===== config.mk =====
export PLATFORM = sky130hd
export DESIGN_NAME = p2s_tx_sequencer
export DESIGN_NICKNAME = d
export VERILOG_FILES = /design/src/rtl/p2s_tx_sequencer_pkg.sv /design/src/rtl/p2s_gap_timer.sv /design/src/rtl/p2s_tx_sequencer.sv
export SDC_FILE = /design/constraint.sdc
export NUM_CORES = 1
export LEC_CHECK = 0
export CELL_PAD_IN_SITES_DETAIL_PLACEMENT = 1
export CELL_PAD_IN_SITES_GLOBAL_PLACEMENT = 2
export CORE_ASPECT_RATIO = 1.4
export CORE_MARGIN = 4
export CORE_UTILIZATION = 28
export CTS_CLUSTER_DIAMETER = 150
export DETAILED_ROUTE_END_ITERATION = 6
export GPL_TIMING_DRIVEN = 0
export PLACE_DENSITY_LB_ADDON = 0.1
export SYNTH_ARGS = -nofsm -noshare
export SYNTH_HDL_FRONTEND = slang
export SYNTH_SLANG_ARGS = --single-unit

===== constraint.sdc =====
create_clock -name clk -period 5.5 [get_ports clk]
set_clock_uncertainty 0.2 [all_clocks]
set_input_delay 1.1 -clock clk [delete_from_list [all_inputs] [get_ports clk]]
set_output_delay 1.1 -clock clk [all_outputs]
set_load 0.005 [all_outputs]

===== src/rtl/p2s_tx_sequencer_pkg.sv =====
// rtl/p2s_tx_sequencer_pkg.sv - shared types and helpers for the p2s transmit sequencer
//
// Purpose : FSM state encoding, effective word-length mapping and the
//           length-field width derivation used by p2s_tx_sequencer.
// Contents: state_t     IDLE / SEND / GAP
//           len_width() bits needed to hold 0..bytes
//           eff_len()   maps a requested chunk count onto 1..bytes
package p2s_tx_sequencer_pkg;

  typedef enum logic [1:0] {
    IDLE = 2'd0,
    SEND = 2'd1,
    GAP  = 2'd2
  } state_t;

  // One extra bit so the full count BYTES itself is representable.
  function automatic int len_width(input int bytes);
    return $clog2(bytes) + 1;
  endfunction

  // A length of zero, or one larger than the word holds, means "whole word".
  function automatic int eff_len(input int len, input int bytes);
    return ((len == 0) || (len > bytes)) ? bytes : len;
  endfunction

endpackage


===== src/rtl/p2s_gap_timer.sv =====
// rtl/p2s_gap_timer.sv - loadable down-counter with zero flag for inter-byte gaps
//
// Purpose : Holds the remaining idle cycles of an inter-byte gap.
// Ports   : clk, rst       clock, synchronous active-high reset
//           load_i         load load_val_i (wins over dec_i)
//           load_val_i     value to load
//           dec_i          decrement by one, saturating at zero
//           zero_o         counter is zero
module p2s_gap_timer #(
  parameter int W = 2
) (
  input  logic         clk,
  input  logic         rst,
  input  logic         load_i,
  input  logic [W-1:0] load_val_i,
  input  logic         dec_i,
  output logic         zero_o
);

  logic [W-1:0] count_q;

  always_ff @(posedge clk) begin
    if (rst) begin
      count_q <= '0;
    end else if (load_i) begin
      count_q <= load_val_i;
    end else if (dec_i && (count_q != '0)) begin
      count_q <= count_q - W'(1);
    end
  end

  assign zero_o = (count_q == '0);

endmodule


===== src/rtl/p2s_tx_sequencer.sv =====
// rtl/p2s_tx_sequencer.sv - sequences a parallel-to-serial shifter toward a byte sink
//
// Purpose : Accepts words from an upstream valid/ready source, strobes the
//           shifter's load/en, and offers each DATA_SIZE-bit chunk to a
//           downstream sink with a valid/ready handshake.
// Ports   : clk, rst       clock, synchronous active-high reset
//           word_valid     upstream word available
//           word_len       chunks to send (0 or >BYTES means BYTES)
//           word_ready     controller can accept a word
//           abort          drop the current word, return to IDLE
//           p2s_load       shifter load strobe
//           p2s_en         shifter shift strobe
//           byte_valid     shifter Q holds a chunk for the sink
//           byte_ready     sink accepts the chunk
//           busy           controller is not IDLE
//           word_count     completed (non-aborted) words, wrapping
module p2s_tx_sequencer
  import p2s_tx_sequencer_pkg::*;
#(
  parameter  int DATA_SIZE  = 8,
  parameter  int WIDTH      = 32,
  parameter  int GAP_CYCLES = 0,
  parameter  int CNT_WIDTH  = 16,
  localparam int BYTES      = WIDTH / DATA_SIZE,
  localparam int LEN_W      = len_width(BYTES)
) (
  input  logic                 clk,
  input  logic                 rst,
  input  logic                 word_valid,
  input  logic [LEN_W-1:0]     word_len,
  output logic                 word_ready,
  input  logic                 abort,
  output logic                 p2s_load,
  output logic                 p2s_en,
  output logic                 byte_valid,
  input  logic                 byte_ready,
  output logic                 busy,
  output logic [CNT_WIDTH-1:0] word_count
);

  state_t                 state_q;
  logic [LEN_W-1:0]       bytes_left_q;
  logic [CNT_WIDTH-1:0]   word_count_q;
  logic                   gap_zero;
  logic                   last_byte;

  // Strobes are combinational on the registered state so the load happens in
  // the accepting cycle and the shift in the accepting cycle of each chunk.
  // abort masks both handshakes in the cycle it is seen.
  assign word_ready = (state_q == IDLE) && !abort;
  assign byte_valid = (state_q == SEND) && !abort;
  assign p2s_load   = word_ready && word_valid;
  assign p2s_en     = byte_valid && byte_ready;
  assign busy       = (state_q != IDLE);
  assign word_count = word_count_q;
  assign last_byte  = (bytes_left_q == LEN_W'(1));

  generate
    if (GAP_CYCLES > 0) begin : g_gap
      localparam int GW = (GAP_CYCLES > 1) ? $clog2(GAP_CYCLES) : 1;

      logic gap_load;
      logic gap_dec;

      // Armed on every accepted byte except the last one of the word.
      assign gap_load = p2s_en && !last_byte;
      assign gap_dec  = (state_q == GAP);

      p2s_gap_timer #(
        .W (GW)
      ) u_gap_timer (
        .clk        (clk),
        .rst        (rst),
        .load_i     (gap_load),
        .load_val_i (GW'(GAP_CYCLES - 1)),
        .dec_i      (gap_dec),
        .zero_o     (gap_zero)
      );
    end else begin : g_no_gap
      assign gap_zero = 1'b1;
    end
  endgenerate

  always_ff @(posedge clk) begin
    if (rst) begin
      state_q      <= IDLE;
      bytes_left_q <= '0;
      word_count_q <= '0;
    end else if (abort) begin
      state_q <= IDLE;
    end else begin
      case (state_q)
        IDLE: begin
          if (word_valid) begin
            bytes_left_q <= LEN_W'(eff_len(int'(word_len), BYTES));
            state_q      <= SEND;
          end
        end
        SEND: begin
          if (byte_ready) begin
            bytes_left_q <= bytes_left_q - LEN_W'(1);
            if (last_byte) begin
              word_count_q <= word_count_q + CNT_WIDTH'(1);
              state_q      <= IDLE;
            end else if (GAP_CYCLES > 0) begin
              state_q <= GAP;
            end
          end
        end
        GAP: begin
          if (gap_zero) begin
            state_q <= SEND;
          end
        end
        default: state_q <= IDLE;
      endcase
    end
  end

endmodule


After elaboration in Yosys (flattened, before gate mapping)
Cells that the tools add are included.

Add/sub/neg operators: 2. Magnitude comparators: 1. Eq/ne operators: 6. Mux-type cells: 8. Bitwise logic cells: 1. Reduce and logical (&&, ||, !) cells: 14.

Operators with widths (count): $add A16 B1 Y16 const B (1); $mux W3 (3); $reduce_and A4 Y1 (2); $mux W2 (3); $ne A2 B2 Y1 const B (3); $pmux W2 S3 (1); $pmux W3 S2 (1); $logic_and A1 B1 Y1 (4); $reduce_bool A2 Y1 (2); $eq A3 B1 Y1 const B (1); $gt A3 B3 Y1 const B (1); $logic_not A3 Y1 (1); $reduce_and A3 Y1 (1); $sub A3 B1 Y3 const B (1); $eq A2 B1 Y1 const B (1); $eq A2 B2 Y1 const B (1); $logic_not A2 Y1 (1); $reduce_or A2 Y1 (1); $logic_not A1 Y1 (1); $logic_or A1 B1 Y1 (1); $not A1 Y1 (1).

Register bits after elaboration: 21. Input port bits: 8. Output and inout bits: 21. Logic and storage cells: 35.

Longest topological paths before layout
Gate-level depths: netlist of the first run.

Depth after elaboration: 5. Depth in mapped cells: 6. Mapped depth without buffers: 6.

Worst setup path after synthesis of the first run
Ideal clock, no wire load.

Path type: input to output. From: input abort. To: output p2s_en. Arrival time: 1.497 ns. Required time: 4.200 ns. Setup slack: 2.703 ns. Cell stages on the path: 3. Buffers on the path: 0. Path through: nand2b_1 -> inv_1 -> and2_1.

Longest elaborated chain between the ends: 3.

RTL lines: start, declared (RTL line p2s_tx_sequencer.sv:32) `input logic abort,`; $logic_not A1 Y1 (RTL line p2s_tx_sequencer.sv:51) `assign byte_valid = (state_q == SEND) && !abort;`; $logic_and A1 B1 Y1 (RTL line p2s_tx_sequencer.sv:51); net byte_valid (RTL line p2s_tx_sequencer.sv:35) `output logic byte_valid,`; $logic_and A1 B1 Y1 (RTL line p2s_tx_sequencer.sv:53) `assign p2s_en = byte_valid && byte_ready;`; end, declared (RTL line p2s_tx_sequencer.sv:34) `output logic p2s_en,`.

The timed path passes the listed nets, and every way through them passes these cells.

Worst setup path after layout of the first run
From: input abort. To: output p2s_en.

Longest elaborated chain between the ends: 3.

RTL lines (RTL line): $logic_not A1 Y1 (p2s_tx_sequencer.sv:51); $logic_and A1 B1 Y1 (p2s_tx_sequencer.sv:51); $logic_and A1 B1 Y1 (p2s_tx_sequencer.sv:53).

No other way between the ends.

==> impl_metrics.env, run 1 <==
export IMPL_status="complete, no violations"
export IMPL_antenna_cells=0
export IMPL_area_growth_pct=35.16
export IMPL_start_util_pct=29.62
export IMPL_end_kind="output port"
export IMPL_power_w=0.0002691
export IMPL_final_net_count=166
export IMPL_regArea_um2=400.4
export IMPL_grt_overflow_total=0
export IMPL_netlist_area_mm2=0.001028
export IMPL_rsz0062_at_grt="false"
export IMPL_p_sw_share_pct=22.32
export IMPL_synthFlopType="dfxtp_1"
export IMPL_clkPwrFrac_pct=34.7
export IMPL_clockRootBuffer="clkbuf_8"
export IMPL_dieArea_mm2=0.004720
export IMPL_die_h_um=79.71
export IMPL_clkLatencyLatePin_ps=250
export IMPL_final_common_cell="clkdlybuf4s50_1"
export IMPL_ys_ff_latch=20
export IMPL_drv_slew=0
export IMPL_dr_pass1_iters=4
export IMPL_crit_family="buffers and inverters"
export IMPL_pwr_share_comb_pct=10.0
export IMPL_total_leakage_power_nw=0.4692
export IMPL_synth_area_leaders="dfxtp_1 (39%), xnor2_1 (7.7%), nor2_1 (6.2%)"
export IMPL_pre_cts_slack_ps=1580
export IMPL_cts_tree="yes"
export IMPL_yosys_warnings=0
export IMPL_cts_path_max_buffers=2
export IMPL_vdd_drop_max_mv=0.07003
export IMPL_multi_input_area_um2=586.8
export IMPL_min_path_type="flop to flop"
export IMPL_avgSynthCellArea_um2=8.430
export IMPL_drv_cap=0
export IMPL_synth_distinct_cells=35
export IMPL_p_sw_w=0.00006004
export IMPL_worstMarginPinSlew_ps=518.7
export IMPL_path_clk_slew_ps=70
export IMPL_post_route_drc_count=0
export IMPL_via_per_inst=5.000
export IMPL_yosys_area_top_type_share_pct=38.93
export IMPL_grt_usage_pct=12.16
export IMPL_mostFrequentLayoutCells="clkdlybuf4s50_1 (27), dfxtp_1 (20), nor2_1 (17), a21oi_1 (9), xnor2_1 (9)"
export IMPL_port_buffers=27
export IMPL_dieWidth_um=59.22
export IMPL_crit_fanout=7
export IMPL_grt_pass1_vias=1014
export IMPL_seq_area_frac_synth_pct=38.93
export IMPL_drive_gt1_share_pct=5.263
export IMPL_num_vias=960
export IMPL_path_buf_inv=3
export IMPL_routed_wl_mm=2.616
export IMPL_fillCellCount=424
export IMPL_p_seq_share_pct=55.3
export IMPL_antenna_found_initial=0
export IMPL_powerDensity_mw_per_mm2=193.6
export IMPL_fmax_mhz=256.7
export IMPL_critPathArrivalTime_ps=2590
export IMPL_h_tree_depth=1
export IMPL_cp_required_ps=4200
export IMPL_post_route_worst_setup_slack_ps=1605
export IMPL_placementRows=25
export IMPL_slew_headroom_pct=65.42
export IMPL_slowest_delay_ps=510
export IMPL_holdWs_ps=295.2
export IMPL_ctsResizeCount=0
export IMPL_core_area_mm2=0.003472
export IMPL_worst_setup_path_start_kind="primary input"
export IMPL_drtIter0Drc=31
export IMPL_crit_type="primary input to output port"
export IMPL_gp_congestion=0.6966
export IMPL_yosysTopAreaCell="dfxtp_1"
export IMPL_postRouteAntennaNets=0
export IMPL_synth_fp_nets=134
export IMPL_p_int_w=0.0002090
export IMPL_grt_max_degree=11
export IMPL_finalSetupViolations=0
export IMPL_routedWlPerCell_um=13.63
export IMPL_post_route_period_util_pct=70.82
export IMPL_postCtsSetupBuffers=0
export IMPL_grt_pass1_wl_mm=4.512
export IMPL_synthArstFlopShare_pct=0
export IMPL_pin_count=29
export IMPL_cts_buffers=3
export IMPL_cts_sinks=20
export IMPL_hold_buffers=0
export IMPL_crit_path_top_delay_cell="clkdlybuf4s50_1"
export IMPL_syn_inst=122
export IMPL_path_cells="clkdlybuf4s50_1, nand2b_1, inv_1, and2_1, clkdlybuf4s50_1"
export IMPL_synth_edf_count=0
export IMPL_period_minus_slack_ps=3895
export IMPL_tns_ps=0
export IMPL_crit_top_cell="clkdlybuf4s50_1"
export IMPL_hpwl_mm=2.098
export IMPL_hold_violations=0
-- final cells by class --
cell class                 count  area share, %
multi-input combinational     91          42.21
sequential                    20          28.80
timing repair buffer          27          19.44
tap                           40          3.600
clock buffer                   3          2.970
inverter                       8          2.160
buffer                         3         0.8101
-- worst reg2reg max path, delay by kind of cell (launching register included) --
| family | cells | cell delay [ps] |
|---|---|---|
| flops | 1 | 310 |
| simple gates | 3 | 1140 |
| compound gates | 1 | 140 |
| buf+inv | 1 | 70 |
| fa+ha+maj | 1 | 190 |
-- synth_stat cells, types with 2 or more instances --
cell type / instances
and2_1: 2
a21oi_1: 9
nand4b_1: 2
nand3_1: 4
ha_1: 4
nor2_1: 17
or3_1: 4
nor4_1: 2
xnor2_1: 9
o21ai_0: 5
nand2_1: 7
clkbuf_1: 3
nor3_1: 3
nor3b_1: 2
o31ai_1: 2
inv_1: 8
dfxtp_1: 20
a211oi_1: 2
-- metrics by stage --
step | cells | util [%] | instance area [um2]
3_3_place_gp | 189 | 38.85 | 1349
5_1_grt | 192 | 40.04 | 1390
3_5_place_dp | 189 | 38.85 | 1349
2_1_floorplan | 122 | - | 1028
4_1_cts | 192 | 40.04 | 1390
6_report | 192 | 40.04 | 1390
-- state kept, by name, summed over array words and instances, names as in the netlist --
register,flops
word_count,16
state_q,1
bytes_left_q,3
-- layer usage --
layer / routed length, um / track usage (%) / part of all wire, %
met1: 1104 / 14.05 / 42
met2: 1366 / 21.12 / 52
met3: 120 / 2.589 / 4.6
met4: 25 / 4.762 / 0.96
met5: 0 / 0 / 0
-- kinds of logic (layout without fill, tap and decap cells) --
logic type,count (synthesis),count (layout),share of synthesized area [%]
DFF,20,20,38.93
xor gates and xnor gates,10,10,8.516
AOI/OAI and AO/OA,20,20,11.19
buffers and inverters,11,41,4.015
and+or+nand+nor,56,56,31.51
adders and majority gates,4,4,4.866
muxes,1,1,0.9733
-- power groups by stage --
stage | Combinational (W) | Sequential, W | Clock [W]
after floorplan | 0.0000147 | 0.000152 | 0
after global placement | 0.0000269 | 0.000152 | 0
after detailed placement | 0.0000276 | 0.000152 | 0
after CTS | 0.0000277 | 0.000149 | 0.0000984
after global routing | 0.0000306 | 0.000149 | 0.000102
final | 0.0000270 | 0.000149 | 0.0000934
-- worst paths after layout --
check	slack (ps)	end	from	depth (start not counted)
worst max register to register	3380	word_count[15]	bytes_left_q[1]	6
worst min register to register	300	word_count[15]	word_count[15]	2
worst min-delay path	300	word_count[15]	word_count[15]	2
worst max-delay path	1610	p2s_en	abort	5
No activity file was read; power rests on OpenSTA's default activity.
==> run 2, diff against run 1 <==
Settings changed: CORE_UTILIZATION 28 to 26.
Clock period 5.5 ns to 3.7 ns, I/O delays scaled along.
==> run 2 against run 1 <==
Against the previous run: total power grew 60%; cell area up 1.2%; routed wire length grew 4.1%; clock power rose by 83%; first-iteration DRC count shrank 19%; register-to-register slack got worse by 1800 ps; critical path type unchanged; non-clock buffer count unchanged; largest power group unchanged.
==> impl_metrics.env, run 2 (same netlist as run 1, synthesis figures left out) <==
export IMPL_crit_fanout=7
export IMPL_finalSetupViolations=0
export IMPL_cts_path_max_buffers=2
export IMPL_powerDensity_mw_per_mm2=306.5
export IMPL_cp_startpoint="abort"
export IMPL_period_minus_slack_ps=3189
export IMPL_slowest_delay_ps=520
export IMPL_crit_type="primary input to output port"
export IMPL_crit_top_cell="clkdlybuf4s50_1"
export IMPL_crit_path_top_delay_cell="clkdlybuf4s50_1"
export IMPL_postRouteAntennaNets=0
export IMPL_drtIter0Drc=25
export IMPL_whs_endpoint="word_count[15]"
export IMPL_pre_cts_slack_ps=498.8
export IMPL_p_seq_share_pct=51.2
export IMPL_post_route_worst_setup_slack_ps=510.8
export IMPL_layout_cells_non_filler=195
export IMPL_post_route_period_util_pct=86.19
export IMPL_gp_congestion=0.7039
export IMPL_routed_wl_mm=2.722
export IMPL_die_h_um=82.42
export IMPL_hpwl_mm=2.158
export IMPL_grt_pass1_wl_mm=4.864
export IMPL_p_sw_share_pct=22.75
export IMPL_num_vias=961
export IMPL_antenna_cells=0
export IMPL_routedWlPerCell_um=13.96
export IMPL_worstMarginPinSlew_ps=489.4
export IMPL_path_buf_inv=3
export IMPL_core_area_mm2=0.003741
export IMPL_grt_overflow_total=0
export IMPL_vdd_drop_max_mv=0.1523
export IMPL_rsz0062_at_grt="false"
export IMPL_fmax_mhz=313.6
export IMPL_worst_setup_path_start_kind="primary input"
export IMPL_pwr_share_comb_pct=9.2
export IMPL_hold_buffers=0
export IMPL_regToRegSetupSlack_ps=1530
export IMPL_clkLatencyLatePin_ps=260
export IMPL_status="complete, no violations"
export IMPL_dr_pass1_iters=4
export IMPL_critPathArrivalTime_ps=2250
export IMPL_path_cells="clkdlybuf4s50_1, nand2b_1, inv_1, and2_1, clkdlybuf4s50_1"
export IMPL_timing_rr_start="bytes_left_q[1]"
export IMPL_dieWidth_um=61.16
export IMPL_min_path_type="flop to flop"
export IMPL_postCtsSetupBuffers=0
export IMPL_grt_pass1_vias=1077
export IMPL_p_int_w=0.0003330
export IMPL_fin_area_mm2=0.001406
export IMPL_end_kind="output port"
export IMPL_grt_usage_pct=12.80
export IMPL_place_area_mm2=0.001351
export IMPL_final_net_count=166
export IMPL_antenna_found_initial=0
export IMPL_post_route_drc_count=0
export IMPL_drv_cap=0
export IMPL_cts_buffers=3
export IMPL_mostFrequentLayoutCells="clkdlybuf4s50_1 (27), dfxtp_1 (20), nor2_1 (17), a21oi_1 (9), xnor2_1 (9)"
export IMPL_total_leakage_power_nw=0.4764
export IMPL_port_buffers=27
export IMPL_crit_family="buffers and inverters"
export IMPL_dieArea_mm2=0.005040
export IMPL_slew_headroom_pct=67.37
export IMPL_drv_slew=0
export IMPL_area_growth_pct=36.74
export IMPL_drive_gt1_share_pct=5.882
export IMPL_hold_depth=2
export IMPL_hold_violations=0
export IMPL_largest_reg_flops=16
export IMPL_hp_start="word_count[15]"
export IMPL_pin_count=29
export IMPL_clkPwrFrac_pct=39.6
export IMPL_r2r_end="word_count[15]"
export IMPL_start_util_pct=27.49
export IMPL_h_tree_depth=1
export IMPL_ctsResizeCount=0
export IMPL_placedCellCount=191
export IMPL_clockRootBuffer="clkbuf_8"
export IMPL_cts_tree="yes"
export IMPL_grt_max_degree=12
export IMPL_power_w=0.0004310
export IMPL_p_sw_w=0.00009806
export IMPL_cts_sinks=20
export IMPL_ff2ff_path_depth=6
export IMPL_placementRows=26
export IMPL_final_common_cell="clkdlybuf4s50_1"
export IMPL_tns_ps=0
export IMPL_via_per_inst=4.928
export IMPL_path_clk_slew_ps=70
export IMPL_cp_required_ps=2760
run 2: changes by cell type in the layout (fill, tap and decap cells not counted), sizes merged:
cell    previous run  this run
clkbuf             6         7
run 2: worst max-delay path by stage:
stage	to	slack (ps)	cells past startpoint
floorplan	word_count[15]	1470	4
global placement	p2s_en	500	5
detailed placement	p2s_en	500	5
CTS	p2s_en	490	5
global route	p2s_en	370	5
finish	p2s_en	510	5
run 2: final cells by class:
class,count,area [um2]
tap,42,52.55
timing repair buffer,27,270.3
buffer,3,11.26
clock buffer,4,55.05
fill,463,2335
multi-input combinational,91,586.8
sequential,20,400.4
inverter,8,30.03
run 2: tightest hold or removal path, delay by kind of cell, from the launching register on:
kind | cells | cell delay [ps]
flip-flops | 1 | 330
AO/OA/AOI/OAI | 2 | 120
run 2: stage by stage:
| step | hold slack, ps | util, % |
|---|---|---|
| 2_1_floorplan | 269.8 | - |
| 3_3_place_gp | 279.4 | 36.12 |
| 3_5_place_dp | 294.5 | 36.12 |
| 4_1_cts | 306.0 | 37.59 |
| 5_1_grt | 345.4 | 37.59 |
| 6_report | 299.9 | 37.59 |
run 2: power groups by stage:
stage | Sequential (W) | Combinational (W) | Clock, W
after floorplan | 0.000225 | 0.0000218 | 0
after global placement | 0.000226 | 0.0000403 | 0
after detailed placement | 0.000226 | 0.0000407 | 0
after global routing | 0.000222 | 0.0000464 | 0.000190
final | 0.000221 | 0.0000396 | 0.000171
after CTS | 0.000221 | 0.0000408 | 0.000179
run 2: routing by layer:
layer	routed length (um)	up-vias	track usage (%)
met5	0	-	0
met4	42	0	5.206
met3	119	4	2.177
met2	1422	20	23.20
met1	1137	449	14.29
li1	-	488	-
==> run 3, diff against run 2 <==
Settings changed: CTS_CLUSTER_DIAMETER 150 to 200, GPL_TIMING_DRIVEN 0 to unset, SKIP_LAST_GASP set to 1.
==> run 3 against run 2 <==
Against the previous run: count of clock-buffer cells in the layout is the same; total power shrank 0.81%; via count shrank 1.6%; utilization is essentially flat; non-clock buffer count shrank 2; worst hold slack is essentially flat; fmax grew 0.16%; first-iteration DRC count grew 72%; cell count shrank 1.0%; critical path type unchanged; largest cell class unchanged; highest routed layer is now met3.
==> impl_metrics.env, run 3 (same netlist as run 1, synthesis figures left out) <==
export IMPL_status="complete, no violations"
export IMPL_ctsResizeCount=0
export IMPL_cts_tree="yes"
export IMPL_dieArea_mm2=0.005040
export IMPL_p_int_w=0.0003333
export IMPL_grt_pass1_wl_mm=4.602
export IMPL_clkLatencyLatePin_ps=260
export IMPL_hpwl_mm=2.071
export IMPL_crit_fanout=7
export IMPL_vdd_drop_max_mv=0.1671
export IMPL_postRouteAntennaNets=0
export IMPL_start_util_pct=27.49
export IMPL_antenna_cells=0
export IMPL_slew_headroom_pct=45.78
export IMPL_post_route_drc_count=0
export IMPL_worst_setup_path_start_kind="primary input"
export IMPL_drive_gt1_share_pct=5.960
export IMPL_die_h_um=82.42
export IMPL_placementRows=26
export IMPL_grt_usage_pct=12.07
export IMPL_cts_buffers=3
export IMPL_critPathArrivalTime_ps=2240
export IMPL_drv_cap=0
export IMPL_h_tree_depth=1
export IMPL_routedWlPerCell_um=13.84
export IMPL_via_per_inst=4.902
export IMPL_r2r_end="word_count[15]"
export IMPL_grt_max_degree=21
export IMPL_grt_overflow_total=0
export IMPL_num_vias=946
export IMPL_grt_busiest_layer="met2"
export IMPL_p_sw_w=0.00009426
export IMPL_pin_count=29
export IMPL_fillCellCount=458
export IMPL_largest_reg_flops=16
export IMPL_end_kind="output port"
export IMPL_area_growth_pct=36.62
export IMPL_power_w=0.0004275
export IMPL_final_net_count=164
export IMPL_total_leakage_power_nw=0.4767
export IMPL_met2_usage_pct=21.61
export IMPL_tns_ps=0
export IMPL_timing_rr_start="state_q[0]"
export IMPL_p_sw_share_pct=22.05
export IMPL_cp_required_ps=2760
export IMPL_grt_use_met3_pct=2.799
export IMPL_clkPwrFrac_pct=38.8
export IMPL_cts_sinks=20
export IMPL_gp_congestion=0.6704
export IMPL_drtIter0Drc=43
export IMPL_clockRootBuffer="clkbuf_8"
export IMPL_cp_startpoint="abort"
export IMPL_hold_buffers=0
export IMPL_postCtsSetupBuffers=0
export IMPL_antenna_found_initial=0
export IMPL_powerDensity_mw_per_mm2=304.3
export IMPL_grt_use_met1_pct=13.99
export IMPL_dr_pass1_iters=4
export IMPL_dieWidth_um=61.16
export IMPL_pwr_share_comb_pct=9.3
export IMPL_ff2ff_path_depth=4
export IMPL_regToRegSetupSlack_ps=1430
export IMPL_cts_path_max_buffers=2
export IMPL_drv_slew=0
export IMPL_critPathCapture="p2s_en"
export IMPL_mostFrequentLayoutCells="clkdlybuf4s50_1 (28), dfxtp_1 (20), nor2_1 (17), a21oi_1 (9), xnor2_1 (9)"
export IMPL_post_route_period_util_pct=86.06
export IMPL_port_buffers=28
export IMPL_core_area_mm2=0.003741
export IMPL_fmax_mhz=314.1
export IMPL_finalSetupViolations=0
export IMPL_worstMarginPinSlew_ps=810.8
export IMPL_hold_violations=0
export IMPL_p_seq_share_pct=51.9
export IMPL_path_clk_slew_ps=80
export IMPL_crit_type="primary input to output port"
export IMPL_period_minus_slack_ps=3184
export IMPL_grt_pass1_vias=976
export IMPL_min_path_type="flop to flop"
export IMPL_routed_wl_mm=2.671
export IMPL_rsz0062_at_grt="false"
export IMPL_final_common_cell="clkdlybuf4s50_1"
## run 3: cell types whose count changed in the layout (fill, tap and decap cells not counted)
cell and change:
clkbuf_1 -3, clkdlybuf4s50_1 +1
## run 3: cell type report
class / count / area, um2 / area share (%)
sequential: 20 / 400.4 / 28.50
clock buffer: 4 / 55.05 / 3.918
timing repair buffer: 28 / 280.3 / 19.95
tap: 42 / 52.55 / 3.740
inverter: 8 / 30.03 / 2.137
multi-input combinational: 91 / 586.8 / 41.76
## run 3: routing by layer
metal / share of wire [%] / vias up
met3: 3.7 / 0
met1: 44 / 444
met4: 0 / 0
li1: - / 484
met5: 0 / -
met2: 52 / 18
## run 3: worst min path at each step
| stage | depth (start not counted) | to | start | slack (ps) |
|---|---|---|---|---|
| after floorplan | 2 | word_count[15] | word_count[15] | 270 |
| after global placement | 2 | word_count[15] | word_count[15] | 280 |
| after detailed placement | 2 | word_count[15] | word_count[15] | 290 |
| after CTS | 2 | bytes_left_q[1] | bytes_left_q[1] | 310 |
| after global routing | 2 | bytes_left_q[1] | bytes_left_q[1] | 330 |
| final | 2 | word_count[15] | word_count[15] | 300 |
## run 3: per-stage QoR
| step | instances | utilization [%] | hold slack (ps) | setup WS [ps] | cell area, um2 |
|---|---|---|---|---|---|
| finish | 193 | 37.56 | 300.4 | 515.8 | 1405 |
| global route | 193 | 37.56 | 325.9 | 415.6 | 1405 |
| CTS | 193 | 37.56 | 305.5 | 505.9 | 1405 |
| detailed placement | 189 | 36.09 | 291.4 | 518.7 | 1350 |
| global placement | 189 | 36.09 | 279.8 | 531.9 | 1350 |
| floorplan | 122 | - | 269.8 | 1467 | 1028 |
## run 3: worst max-delay path, stage by stage
cell and delay (ps):
clkdlybuf4s50_1 500, nand2b_1 240, inv_1 130, and2_1 140
clkdlybuf4s50_1 500
## run 3: power groups by stage
stage,clock (W),sequential [W],combinational [W]
after floorplan,0,0.000225,0.0000218
after global placement,0,0.000227,0.0000389
after detailed placement,0,0.000227,0.0000404
after CTS,0.000176,0.000222,0.0000406
after global routing,0.000187,0.000223,0.0000447
final,0.000166,0.000222,0.0000396
